--- src/rtl/ex_s2p.sv ---
// Serial-to-parallel frame receiver: hunts for a 1100 preamble, shifts in a 17-bit
// payload and 4-bit CRC, and reports decoded fields with CRC/format status and statistics.
module ex_s2p #(
  parameter int unsigned CNT_W = 8
) (
  input  logic             clk,
  input  logic             rst_n,
  input  logic             sdata_i,
  input  logic             cnt_clr_i,
  output logic             rx_valid_o,
  output logic             rx_rnw_o,
  output logic [7:0]       rx_addr_o,
  output logic [7:0]       rx_data_o,
  output logic             rx_crc_err_o,
  output logic             rx_fmt_err_o,
  output logic             sync_err_o,
  output logic [CNT_W-1:0] frame_cnt_o,
  output logic [CNT_W-1:0] crc_err_cnt_o
);

  typedef enum logic [1:0] {StHunt, StPre, StPayload, StCrc} state_e;

  state_e            state_q, state_d;
  logic [4:0]        bit_cnt_q, bit_cnt_d;
  logic [16:0]       payload_q, payload_d;
  logic [2:0]        crc_sr_q, crc_sr_d;
  logic              frame_done;
  logic              pre_exp;
  logic [3:0]        crc_rx, crc_exp;

  logic              rx_valid_q, rx_valid_d;
  logic              sync_err_q, sync_err_d;
  logic              rx_rnw_q, rx_rnw_d;
  logic [7:0]        rx_addr_q, rx_addr_d;
  logic [7:0]        rx_data_q, rx_data_d;
  logic              rx_crc_err_q, rx_crc_err_d;
  logic              rx_fmt_err_q, rx_fmt_err_d;
  logic [CNT_W-1:0]  frame_cnt_q, frame_cnt_d;
  logic [CNT_W-1:0]  crc_err_cnt_q, crc_err_cnt_d;

  // Preamble bit 1 must be 1; bits 2 and 3 must be 0.
  assign pre_exp = (bit_cnt_q == 5'd1);

  // The last CRC bit is compared straight from the line so the frame completes on bit 24.
  assign crc_rx = {crc_sr_q, sdata_i};

  assign crc_exp[0] = payload_q[15] ^ payload_q[11] ^ payload_q[10] ^ payload_q[9] ^
                      payload_q[8] ^ payload_q[6] ^ payload_q[4] ^ payload_q[3] ^
                      payload_q[0] ^ 1'b1;
  assign crc_exp[1] = payload_q[16] ^ payload_q[15] ^ payload_q[12] ^ payload_q[8] ^
                      payload_q[7] ^ payload_q[6] ^ payload_q[5] ^ payload_q[3] ^
                      payload_q[1] ^ payload_q[0];
  assign crc_exp[2] = payload_q[16] ^ payload_q[13] ^ payload_q[9] ^ payload_q[8] ^
                      payload_q[7] ^ payload_q[6] ^ payload_q[4] ^ payload_q[2] ^
                      payload_q[1] ^ 1'b1;
  assign crc_exp[3] = payload_q[14] ^ payload_q[10] ^ payload_q[9] ^ payload_q[8] ^
                      payload_q[7] ^ payload_q[5] ^ payload_q[3] ^ payload_q[2];

  always_comb begin
    state_d    = state_q;
    bit_cnt_d  = bit_cnt_q;
    payload_d  = payload_q;
    crc_sr_d   = crc_sr_q;
    sync_err_d = 1'b0;
    frame_done = 1'b0;
    case (state_q)
      StHunt: begin
        if (sdata_i) begin
          state_d   = StPre;
          bit_cnt_d = 5'd1;
        end
      end
      StPre: begin
        if (sdata_i != pre_exp) begin
          state_d    = StHunt;
          bit_cnt_d  = '0;
          sync_err_d = 1'b1;
        end else begin
          bit_cnt_d = bit_cnt_q + 5'd1;
          if (bit_cnt_q == 5'd3) state_d = StPayload;
        end
      end
      StPayload: begin
        payload_d = {payload_q[15:0], sdata_i};
        bit_cnt_d = bit_cnt_q + 5'd1;
        if (bit_cnt_q == 5'd20) state_d = StCrc;
      end
      StCrc: begin
        crc_sr_d = {crc_sr_q[1:0], sdata_i};
        if (bit_cnt_q == 5'd24) begin
          frame_done = 1'b1;
          state_d    = StHunt;
          bit_cnt_d  = '0;
        end else begin
          bit_cnt_d = bit_cnt_q + 5'd1;
        end
      end
      default: begin
        state_d   = StHunt;
        bit_cnt_d = '0;
      end
    endcase
  end

  always_comb begin
    rx_valid_d    = frame_done;
    rx_rnw_d      = rx_rnw_q;
    rx_addr_d     = rx_addr_q;
    rx_data_d     = rx_data_q;
    rx_crc_err_d  = rx_crc_err_q;
    rx_fmt_err_d  = rx_fmt_err_q;
    frame_cnt_d   = frame_cnt_q;
    crc_err_cnt_d = crc_err_cnt_q;
    if (frame_done) begin
      rx_rnw_d     = payload_q[16];
      rx_addr_d    = payload_q[15:8];
      rx_data_d    = payload_q[7:0];
      rx_crc_err_d = (crc_rx != crc_exp);
      rx_fmt_err_d = payload_q[16] && (payload_q[7:0] != 8'h5A);
    end
    // Clear wins over an increment landing in the same cycle.
    if (cnt_clr_i) begin
      frame_cnt_d   = '0;
      crc_err_cnt_d = '0;
    end else if (rx_valid_q) begin
      if (frame_cnt_q != '1) frame_cnt_d = frame_cnt_q + CNT_W'(1);
      if (rx_crc_err_q && (crc_err_cnt_q != '1)) crc_err_cnt_d = crc_err_cnt_q + CNT_W'(1);
    end
  end

  always_ff @(posedge clk) begin
    if (!rst_n) begin
      state_q       <= StHunt;
      bit_cnt_q     <= '0;
      payload_q     <= '0;
      crc_sr_q      <= '0;
      rx_valid_q    <= 1'b0;
      sync_err_q    <= 1'b0;
      rx_rnw_q      <= 1'b0;
      rx_addr_q     <= '0;
      rx_data_q     <= '0;
      rx_crc_err_q  <= 1'b0;
      rx_fmt_err_q  <= 1'b0;
      frame_cnt_q   <= '0;
      crc_err_cnt_q <= '0;
    end else begin
      state_q       <= state_d;
      bit_cnt_q     <= bit_cnt_d;
      payload_q     <= payload_d;
      crc_sr_q      <= crc_sr_d;
      rx_valid_q    <= rx_valid_d;
      sync_err_q    <= sync_err_d;
      rx_rnw_q      <= rx_rnw_d;
      rx_addr_q     <= rx_addr_d;
      rx_data_q     <= rx_data_d;
      rx_crc_err_q  <= rx_crc_err_d;
      rx_fmt_err_q  <= rx_fmt_err_d;
      frame_cnt_q   <= frame_cnt_d;
      crc_err_cnt_q <= crc_err_cnt_d;
    end
  end

  assign rx_valid_o    = rx_valid_q;
  assign sync_err_o    = sync_err_q;
  assign rx_rnw_o      = rx_rnw_q;
  assign rx_addr_o     = rx_addr_q;
  assign rx_data_o     = rx_data_q;
  assign rx_crc_err_o  = rx_crc_err_q;
  assign rx_fmt_err_o  = rx_fmt_err_q;
  assign frame_cnt_o   = frame_cnt_q;
  assign crc_err_cnt_o = crc_err_cnt_q;

endmodule

--- config.mk ---
export PLATFORM = sky130hd
export DESIGN_NAME = ex_s2p
export DESIGN_NICKNAME = d
export VERILOG_FILES = /design/src/rtl/ex_s2p.sv
export SDC_FILE = /design/constraint.sdc
export NUM_CORES = 1
export LEC_CHECK = 0
export CORE_ASPECT_RATIO = 0.75
export CORE_MARGIN = 2
export CORE_UTILIZATION = 50
export DETAILED_ROUTE_END_ITERATION = 12
export PLACE_DENSITY = 0.77
export SYNTH_ARGS = -nofsm -noshare
export SYNTH_HDL_FRONTEND = slang
export SYNTH_SLANG_ARGS = --single-unit
--- constraint.sdc ---
create_clock -name clk -period 2.8 [get_ports clk]
set_clock_uncertainty 0.2 [all_clocks]
set_input_delay 0.28 -clock clk [delete_from_list [all_inputs] [get_ports clk]]
set_output_delay 0.28 -clock clk [all_outputs]
set_load 0.05 [all_outputs]
== After elaboration in Yosys (flattened, before gate mapping) ==
Cells that the tools add are included.
Widths: inputs -> output; s select.
Word-level totals
  bits in registers: 64
Operators by class
  equality and inequality tests: 16
  add/subtract/negate cells: 3
  muxes and demuxes: 13
  bitwise operators: 35
  reduce and logical (&&, ||, !) cells: 8
Operators with widths (count)
  $xor 1x1->1: 32
  $pmux 5 s4: 1
  $add 8x1->8 const B: 2
  $ne 8x8->1 const B: 2
  $mux 5: 3
  $eq 5x5->1 const B: 2
  $mux 2: 5
  $ne 8x7->1 const B: 1
  $pmux 2 s4: 1
  $ne 2x2->1 const B: 3
  $reduce_and 2->1: 3
  $add 5x1->5 const B: 1
  $eq 5x1->1 const B: 1
  $eq 5x2->1 const B: 1
  $eq 2x2->1 const B: 2
  $ne 4x4->1: 1
  $reduce_and 4->1: 1
  $mux 1: 3
  $ne 3x3->1 const B: 1
  $not 1->1: 3
  $eq 2x1->1 const B: 1
  $logic_and 1x1->1: 2
  $logic_not 2->1: 1
  $reduce_or 2->1: 1
  $ne 1x1->1: 1

== Depth between registers and ports, before layout ==
Gate-level depths: netlist (run 1).
  depth in word-level cells: 10
  mapped depth: 7
  mapped depth without buffers: 7

== Worst setup path before layout (run 1) ==
Ideal clock, no wire load.
  path type: register to register
  start: register frame_cnt_q[0] (netlist: frame_cnt_o[0])
  end: register frame_cnt_q[6] (netlist: frame_cnt_o[6])
  setup slack: 0.796 ns
  stages on the path, launching flop included: 7
  path buffers: 0
  data arrival time: 1.676 ns
  cells stage by stage: dfxtp_1 > ha_1 > nand3_1 > o21a_1 > and4_1 > xnor2_1 > nor2_1
Between the ends
  cells in the longest elaborated chain, start to end: 2
  elaborated cells on any way between the ends: 3
  classes of those cells: add/sub: 1; eq/ne: 1; reduce/logical: 1
Ends and longest elaborated chain
  from (decl): line 38  | logic [CNT_W-1:0] frame_cnt_q, frame_cnt_d;
  from (signal assigned): line 158  | frame_cnt_q <= frame_cnt_d;
  parallel branches: the longest is 2 deep, another holds $add 8x1->8
Several ways; the timed one is not identified.
A chain may end at the register's enable or synchronous reset.

== Worst setup path in the final report (run 1) ==
  start: register frame_cnt_q[3] (netlist: frame_cnt_o[3])
  end: output frame_cnt_o[3]
RTL lines
  to (decl): line 17  | output logic [CNT_W-1:0] frame_cnt_o,
No word-level cell between the ends.

==> summary.md, run 1 <==
| Metric | Value |
|---|---|
| WL/cell | `12.82 um` |
| Global-route wire length before repair | `9.922 mm` |
| Final hold viol count | `0` |
| Drt drc | `0` |
| CP endpoint kind | `primary output` |
| Slew @ Worst Pin | `665.8 ps` |
| Worst path slowest cell | `clkdlybuf4s50_1` |
| Final ANT Viol Nets | `0` |
| Total number of vias | `2397` |
| Fin area | `0.003691 sq mm` |
| Post-synth EDFFs | `0` |
| # rows | `24` |
| Worst IR drop on VDD | `0.0002825 V` |
| Final nets | `391` |
| Gpl congestion | `roughly 0.8` |
| CP max stage delay | `840 ps` |
| Sw Ratio | `0.2015` |
| Hold crit path type | `flop to flop` |
| Logic pwr share | `0.037` |
| Cell-internal power | `between 1.5 and 2 mW` |
| Crit path DAT | `1630 ps` |
| Syn Nets | `between 300 and 400` |
| Startpoint type of the worst setup path | `flop` |
| Vias in the first global route | `2112` |
| Final worst slack | `688.6 ps` |
| Max Cap Violations | `0` |
| Max transition margin | `0.5550` |
| RSZ-0062 raised after global routing | `no` |
| Total core area | `between 0.005 and 0.006 sq mm` |
| CP top delay family | `buffers and inverters` |
| Total power | `2.043 mW` |
| Power Dens Cells | `553.5 mW/mm^2` |
| Fmax | `between 400 and 500 MHz` |
| Routed WL | `5.963 mm` |
| Fin crit share | `0.7541` |
| Async SR Flop Fraction | `0` |
| Worst slack, placed | `547.5 ps` |
| Mapped cell area | `approximately 0.0029 sq mm` |
| H-tree level count | `3` |
| Setup CP Type | `flop to primary output` |
| Dominant cells by area after synthesis | `dfxtp_1 43%, nand2_1 11%, a21boi_0 9.7%, xnor2_1 5.9%, xor2_1 3.0%` |
| Cells after Synth | `343` |
| Worst-Skew Late Latency | `350 ps` |
| PortBufs | `40` |
| Setup bufs post-CTS | `0` |
| Hold buffer count at cts | `0` |
| Antenna violations before repair | `0` |
| Total Routing Usage GR | `0.1926` |
| Syn Area/Cell | `8.598 sq um` |
| Initial Util | `0.5115` |
| Psw | `0.4116 mW` |
| Global route overflow | `0` |
| Post-cts sizing count | `0` |
| CTS root buf | `clkbuf_8` |
| Static leakage | `roughly 1.3 nW` |
| Die extent in y | `between 70 and 80 um` |
| Fin. max-slew vios | `0` |
| Drt via density | `5.155` |
| CTS tree | `built` |
| Clock sinks | `64` |
| Clock buffer depth | `2` |
| Post-synth cell types | `40` |
| Die area | `roughly 0.0065 sq mm` |
| Setup_tns | `0 ps` |
| Area leader, netlist | `dfxtp_1` |
| Critical path cell sequence | `clkdlybuf4s50_1` |
| CTS buffer count | `9` |
| Ports | `slightly above 40` |
| Pin count of the biggest net entering global routing | `21` |
| Bufs and invs on worst path | `1` |
| WP data required | `2320 ps` |
| Clk slew on worst S/H paths | `roughly 70 ps` |
| N_diodes | `0` |
| DP Area | `0.003423 sq mm` |
| Clock share of power | `0.512` |
| Layout area overhead | `25.16%` |
| Final setup fails | `0` |
| Status | `completed` |
| Synthesized flop and latch total | `64` |
| Reg power frac | `0.451` |
| Part of the Yosys area used for sequential elements | `0.4345` |
| CP Max Fanout | `6` |
| First-pass DRT Iterations | `4` |
| Fraction of layout cells with a size suffix above 1 | `0.06460` |
| Yosys top cell area share | `0.4345` |
| Yosys warning total | `0` |
| Min cycle time layout | `around 2100 ps` |
| Die width | `92.68 um` |
| HPWL after DPL | `4.165 mm` |
| Top_reg_cell synth | `dfxtp_1` |
| Iter 0 DRT Violations | `approximately 120` |
path summary, 6_finish.rpt:
check	cells past startpoint	slack, ps	start	end
max	1	690	frame_cnt_o[3]	frame_cnt_o[3]
min reg2reg	2	260	rx_addr_o[2]	rx_addr_o[2]
max reg2reg	5	690	payload_q[6]	rx_crc_err_o
min	2	260	rx_addr_o[2]	rx_addr_o[2]
cells in the final DEF, fill, tap and decap left out, drive strengths merged, types with 2 or more instances in the layout:
master,count
o21ai,7
xnor3,4
o211ai,2
or3,4
bufinv,4
nand2,87
buf,6
nand3,10
o21a,2
nor2b,4
nor2,19
nor4bb,2
a31oi,4
clkinvlp,2
nand4,3
nand4b,2
xor2,10
and3,4
a21boi,38
nand2b,2
nor3,5
xnor2,20
a21oi,4
and2,3
inv,7
dfxtp,64
clkdlybuf4s50,40
mux2i,4
clkbuf,9
ha,5
metrics by stage:
step	util	cells	hold WS, ps
finish	0.6402	465	258.2
global route	0.6402	465	284.2
CTS	0.6402	465	265.4
detailed placement	0.5938	449	255.2
global placement	0.5938	449	248.5
floorplan	-	343	256.8
registers in the layout (all words and copies together), names as in the netlist, named ones only:
| signal | flops |
|---|---|
| bit_cnt_q | 5 |
| crc_sr_q | 3 |
| rx_addr_o | 8 |
| frame_cnt_o | 8 |
| payload_q | 17 |
| sync_err_o | 1 |
| rx_data_o | 8 |
| rx_valid_o | 1 |
| rx_rnw_o | 1 |
| rx_crc_err_o | 1 |
| state_q | 1 |
| crc_err_cnt_o | 8 |
| rx_fmt_err_o | 1 |
tightest hold or removal path, cell delays in order (launching register included):
cell and delay, ps:
dfxtp_1 310, nand2_1 40, a21boi_0 60
synth_stat cells (all sizes together), types with 2 or more instances:
library cell	count
xor2	10
nand2b	2
o21a	2
nor3	5
nor2	19
xnor2	20
and2	3
clkbuf	16
nand4b	2
xnor3	4
buf	2
nor2b	4
nand3	10
nor4bb	2
mux2i	4
ha	5
and3	4
or3	4
dfxtp	64
a21boi	38
o21ai	7
a21oi	4
nand2	87
o211ai	2
a31oi	4
nand4	3
inv	7
cells by family after synthesis:
group                      share of synthesized area
and+or+nand+nor                               0.2316
DFF                                           0.4345
AOI/OAI and AO/OA                             0.1468
xor gates and xnor gates                      0.1201
buffers and inverters                        0.03224
adders and majority gates                    0.02121
muxes                                        0.01358
routing by layer:
metal,routed length (um),vias to the layer above,part of all wire,GRT usage
met5,0,-,0,0
met4,42,0,0.0070,0.05882
met3,312,5,0.052,0.07120
met2,2644,59,0.44,0.2847
met1,2964,1103,0.50,0.2650
li1,-,1230,-,-
layout make-up:
class,count,area [sq um]
inverters,7,26.28
flip-flops and latches,64,1281
clock buffers,9,123.9
repair buffers,46,445.4
multi-input cells,254,1573
well taps,78,97.59
fillers,499,2074
clock inverters,7,143.9
power groups by stage:
stage	registers [mW]	logic (mW)	clock network (mW)
after CTS	0.921	0.0768	1.07
after global routing	0.922	0.0847	1.11
after detailed placement	0.942	0.0765	0
final	0.922	0.0763	1.05
after floorplan	0.944	0.0547	0
after global placement	0.942	0.0747	0
No activity file was read; power rests on OpenSTA's default activity.
==> run 2: changes to the inputs <==
- CORE_UTILIZATION: 50 -> 49
- PLACE_DENSITY: 0.77 -> 0.79
- clock period: 2.8 -> 1.75 ns (I/O delays scaled with it)
==> run 2 against run 1 <==
Compared with the run above:
- the run now ends with negative setup slack left
- die area up 1.9%
- sequential power up 59%
- largest power group is now registers
- non-clock buffer count up 34
- combinational power up 130%
- wire length up 23%
- clock-buffer cell count unchanged
- critical path type is now flop to flop
- utilization up 4.6 points
- sequential share of layout area down 1.7 points
- final cell count up 7.3%
- cell area up 8.3%
- via count up 10%
- flip-flop and latch count unchanged
==> summary.md, run 2 (synthesized netlist as in run 1, its figures left out) <==
| Metric | Value |
|---|---|
| Worst slack, placed | `-196.0 ps (-743.4 ps)` |
| Placed insts | `479 (+6.7%)` |
| Status | `finished, violations left` |
| Worst IR drop on VDD | `0.0005011 V (+77%)` |
| Fin. max-slew vios | `0 (unchanged)` |
| Fin crit share | `1.043` |
| N_diodes | `0 (unchanged)` |
| Static leakage | `1.524 nW (+22%)` |
| Max transition margin | `0.7565 (+0.2014)` |
| Startpoint type of the worst setup path | `flop` |
| Die area | `0.006661 sq mm (+1.9%)` |
| Hold buffer count at cts | `0 (unchanged)` |
| First-pass DRT Iterations | `4 (unchanged)` |
| Final core occ | `0.6860 (+0.04581)` |
| Final ANT Viol Nets | `0 (unchanged)` |
| Clock buffer depth | `2 (unchanged)` |
| Hold crit path type | `flop to flop` |
| Max Cap Violations | `0 (unchanged)` |
| WL/cell | `14.68 um (+14%)` |
| Drt drc | `0 (unchanged)` |
| CTS buffer count | `9 (unchanged)` |
| Final nets | `426 (+9.0%)` |
| Violated checks | `negative setup slack` |
| Multi-input gate area | `0.001715 sq mm (+9.1%)` |
| Die extent in y | `71.19 um (+0.96%)` |
| Fmax | `roughly 550 MHz` |
| Initial Util | `0.5062 (-0.005273)` |
| Min cycle time layout | `about 1800 ps` |
| Bufs and invs on worst path | `1 (unchanged)` |
| Most common cell after layout, fill and taps aside | `nand2_1` |
| Worst path slowest cell | `or4_1` |
| HPWL after DPL | `4.877 mm (+17%)` |
| Total Routing Usage GR | `0.2228 (+0.03019)` |
| Clk slew on worst S/H paths | `70 ps (about the same)` |
| Final hold viol count | `0 (unchanged)` |
| Fraction of layout cells with a size suffix above 1 | `0.3159 (+0.2513)` |
| Storage cell area | `0.001319 sq mm (+2.9%)` |
| Total number of vias | `2636 (+10%)` |
| WP data required | `1840 ps (-480 ps)` |
| Worst-Skew Late Latency | `340 ps (about the same)` |
| Gpl congestion | `0.8483 (+6.1%)` |
| Final setup fails | `4 (+4)` |
| H-tree level count | `3 (unchanged)` |
| Crit path DAT | `1910 ps (+280 ps)` |
| CTS root buf | `clkbuf_8` |
| CP Max Fanout | `5 (-1)` |
| Critical path cell sequence | `ha_1, inv_1, or4_1, o41ai_1, and2_1` |
| Iter 0 DRT Violations | `150 (+24%)` |
| Total core area | `0.005826 sq mm (+1.0%)` |
| # rows | `24 (unchanged)` |
| R2r worst-path depth | `5 (unchanged)` |
| Drt via density | `5.283 (+2.5%)` |
| Critical Path Stages | `5 (+4)` |
| Final worst slack | `-75.66 ps (-764.2 ps)` |
| Top reg by flops | `payload_q` |
| CTS tree | `built` |
| Setup CP Type | `flop to flop` |
| Global route overflow | `0 (unchanged)` |
| CP endpoint kind | `flop` |
| Non-Filler Instances | `499 (+7.3%)` |
| CP max stage delay | `460 ps (-380 ps)` |
| PortBufs | `40 (unchanged)` |
| Pin count of the biggest net entering global routing | `38 (+81%)` |
| Vias in the first global route | `2476 (+17%)` |
| Routed WL | `7.325 mm (+23%)` |
| Slew @ Worst Pin | `363.7 ps (-302.1 ps)` |
| Clock sinks | `64 (unchanged)` |
| Power Dens Cells | `715.9 mW/mm^2 (+29%)` |
| Commonest cells after routing, fill and taps aside | `85 x nand2_1, 71 x buf_4, 44 x dfxtp_1` |
| Ports | `41 (unchanged)` |
| Antenna violations before repair | `0 (unchanged)` |
| Fillers | `478 (-4.2%)` |
| Final hold slack | `255.4 ps (-2.817 ps)` |
| CP top delay family | `simple AND/OR/NAND/NOR gates` |
| RSZ-0062 raised after global routing | `yes` |
| Die width | `93.58 um (+0.97%)` |
| WHS Path Cells | `2 (unchanged)` |
| Max reg flops | `17 (unchanged)` |
| Global-route wire length before repair | `11.46 mm (+16%)` |
| Layout area overhead | `35.51%` |
-- run 2: changes by cell type in the layout (fill, tap and decap cells not counted), moves of 4 or more --
cell,before,now
a21boi_0,38,23
a21boi_1,0,14
buf_4,6,71
buf_6,0,4
clkdlybuf4s50_1,40,3
dfxtp_1,64,44
dfxtp_2,0,15
dfxtp_4,0,5
ha_1,5,1
-- run 2: final timing paths --
path                 from            to  slack [ps]
max          bit_cnt_q[0]          flop         -80
min          rx_data_o[4]  rx_data_o[4]         260
max reg2reg  bit_cnt_q[0]          flop         -80
min reg2reg  rx_data_o[4]  rx_data_o[4]         260
-- run 2: report_power, final --
group,internal (mW),switching [mW],total (mW),leakage (nW)
logic,0.0925,0.0849,0.177,0.901
clock network,0.644,0.568,1.21,0.0948
registers,1.46,0.0142,1.47,0.527
-- run 2: what timing repair did --
item                                    4_1_cts  5_1_grt
endpoints found under the setup margin       26       32
buffers inserted                              2        1
cloned                                        0        2
pin swaps                                    10       13
resized for setup                            14       39
-- run 2: layer usage --
| layer | global-route usage | wire (um) | part of all wire |
|---|---|---|---|
| met1 | 0.2852 | 3248 | 0.44 |
| met2 | 0.3549 | 3399 | 0.46 |
| met3 | 0.07881 | 575 | 0.078 |
| met4 | 0.07246 | 102 | 0.014 |
| met5 | 0 | 0 | 0 |
-- run 2: per-stage QoR --
| stage | setup TNS [ps] | instance area, sq um | total power [mW] |
|---|---|---|---|
| 2_1_floorplan | -13.34 | 3000 | 1.593 |
| 3_3_place_gp | -685.9 | 3631 | 1.647 |
| 3_5_place_dp | -1898 | 3631 | 1.650 |
| 4_1_cts | -173.2 | 3877 | 2.877 |
| 5_1_grt | -1134 | 3996 | 2.974 |
| 6_report | -145.7 | 3996 | 2.861 |
-- run 2: worst reg2reg max path: cells and delay by family, from the launching register on --
family / cells / cell delay (ps)
compound gates: 1 / 330
fa+ha+maj: 1 / 180
simple gates: 2 / 620
flops: 1 / 400
buf+inv: 1 / 50
-- run 2: cell type report --
cell class                      instances  area share
Clock buffer                            9     0.03100
Tap cell                               78     0.02442
Timing Repair Buffer                   80      0.1622
Multi-Input combinational cell        255      0.4292
Clock inverter                          6     0.01534
Inverter                                7    0.007827
Sequential cell                        64      0.3300
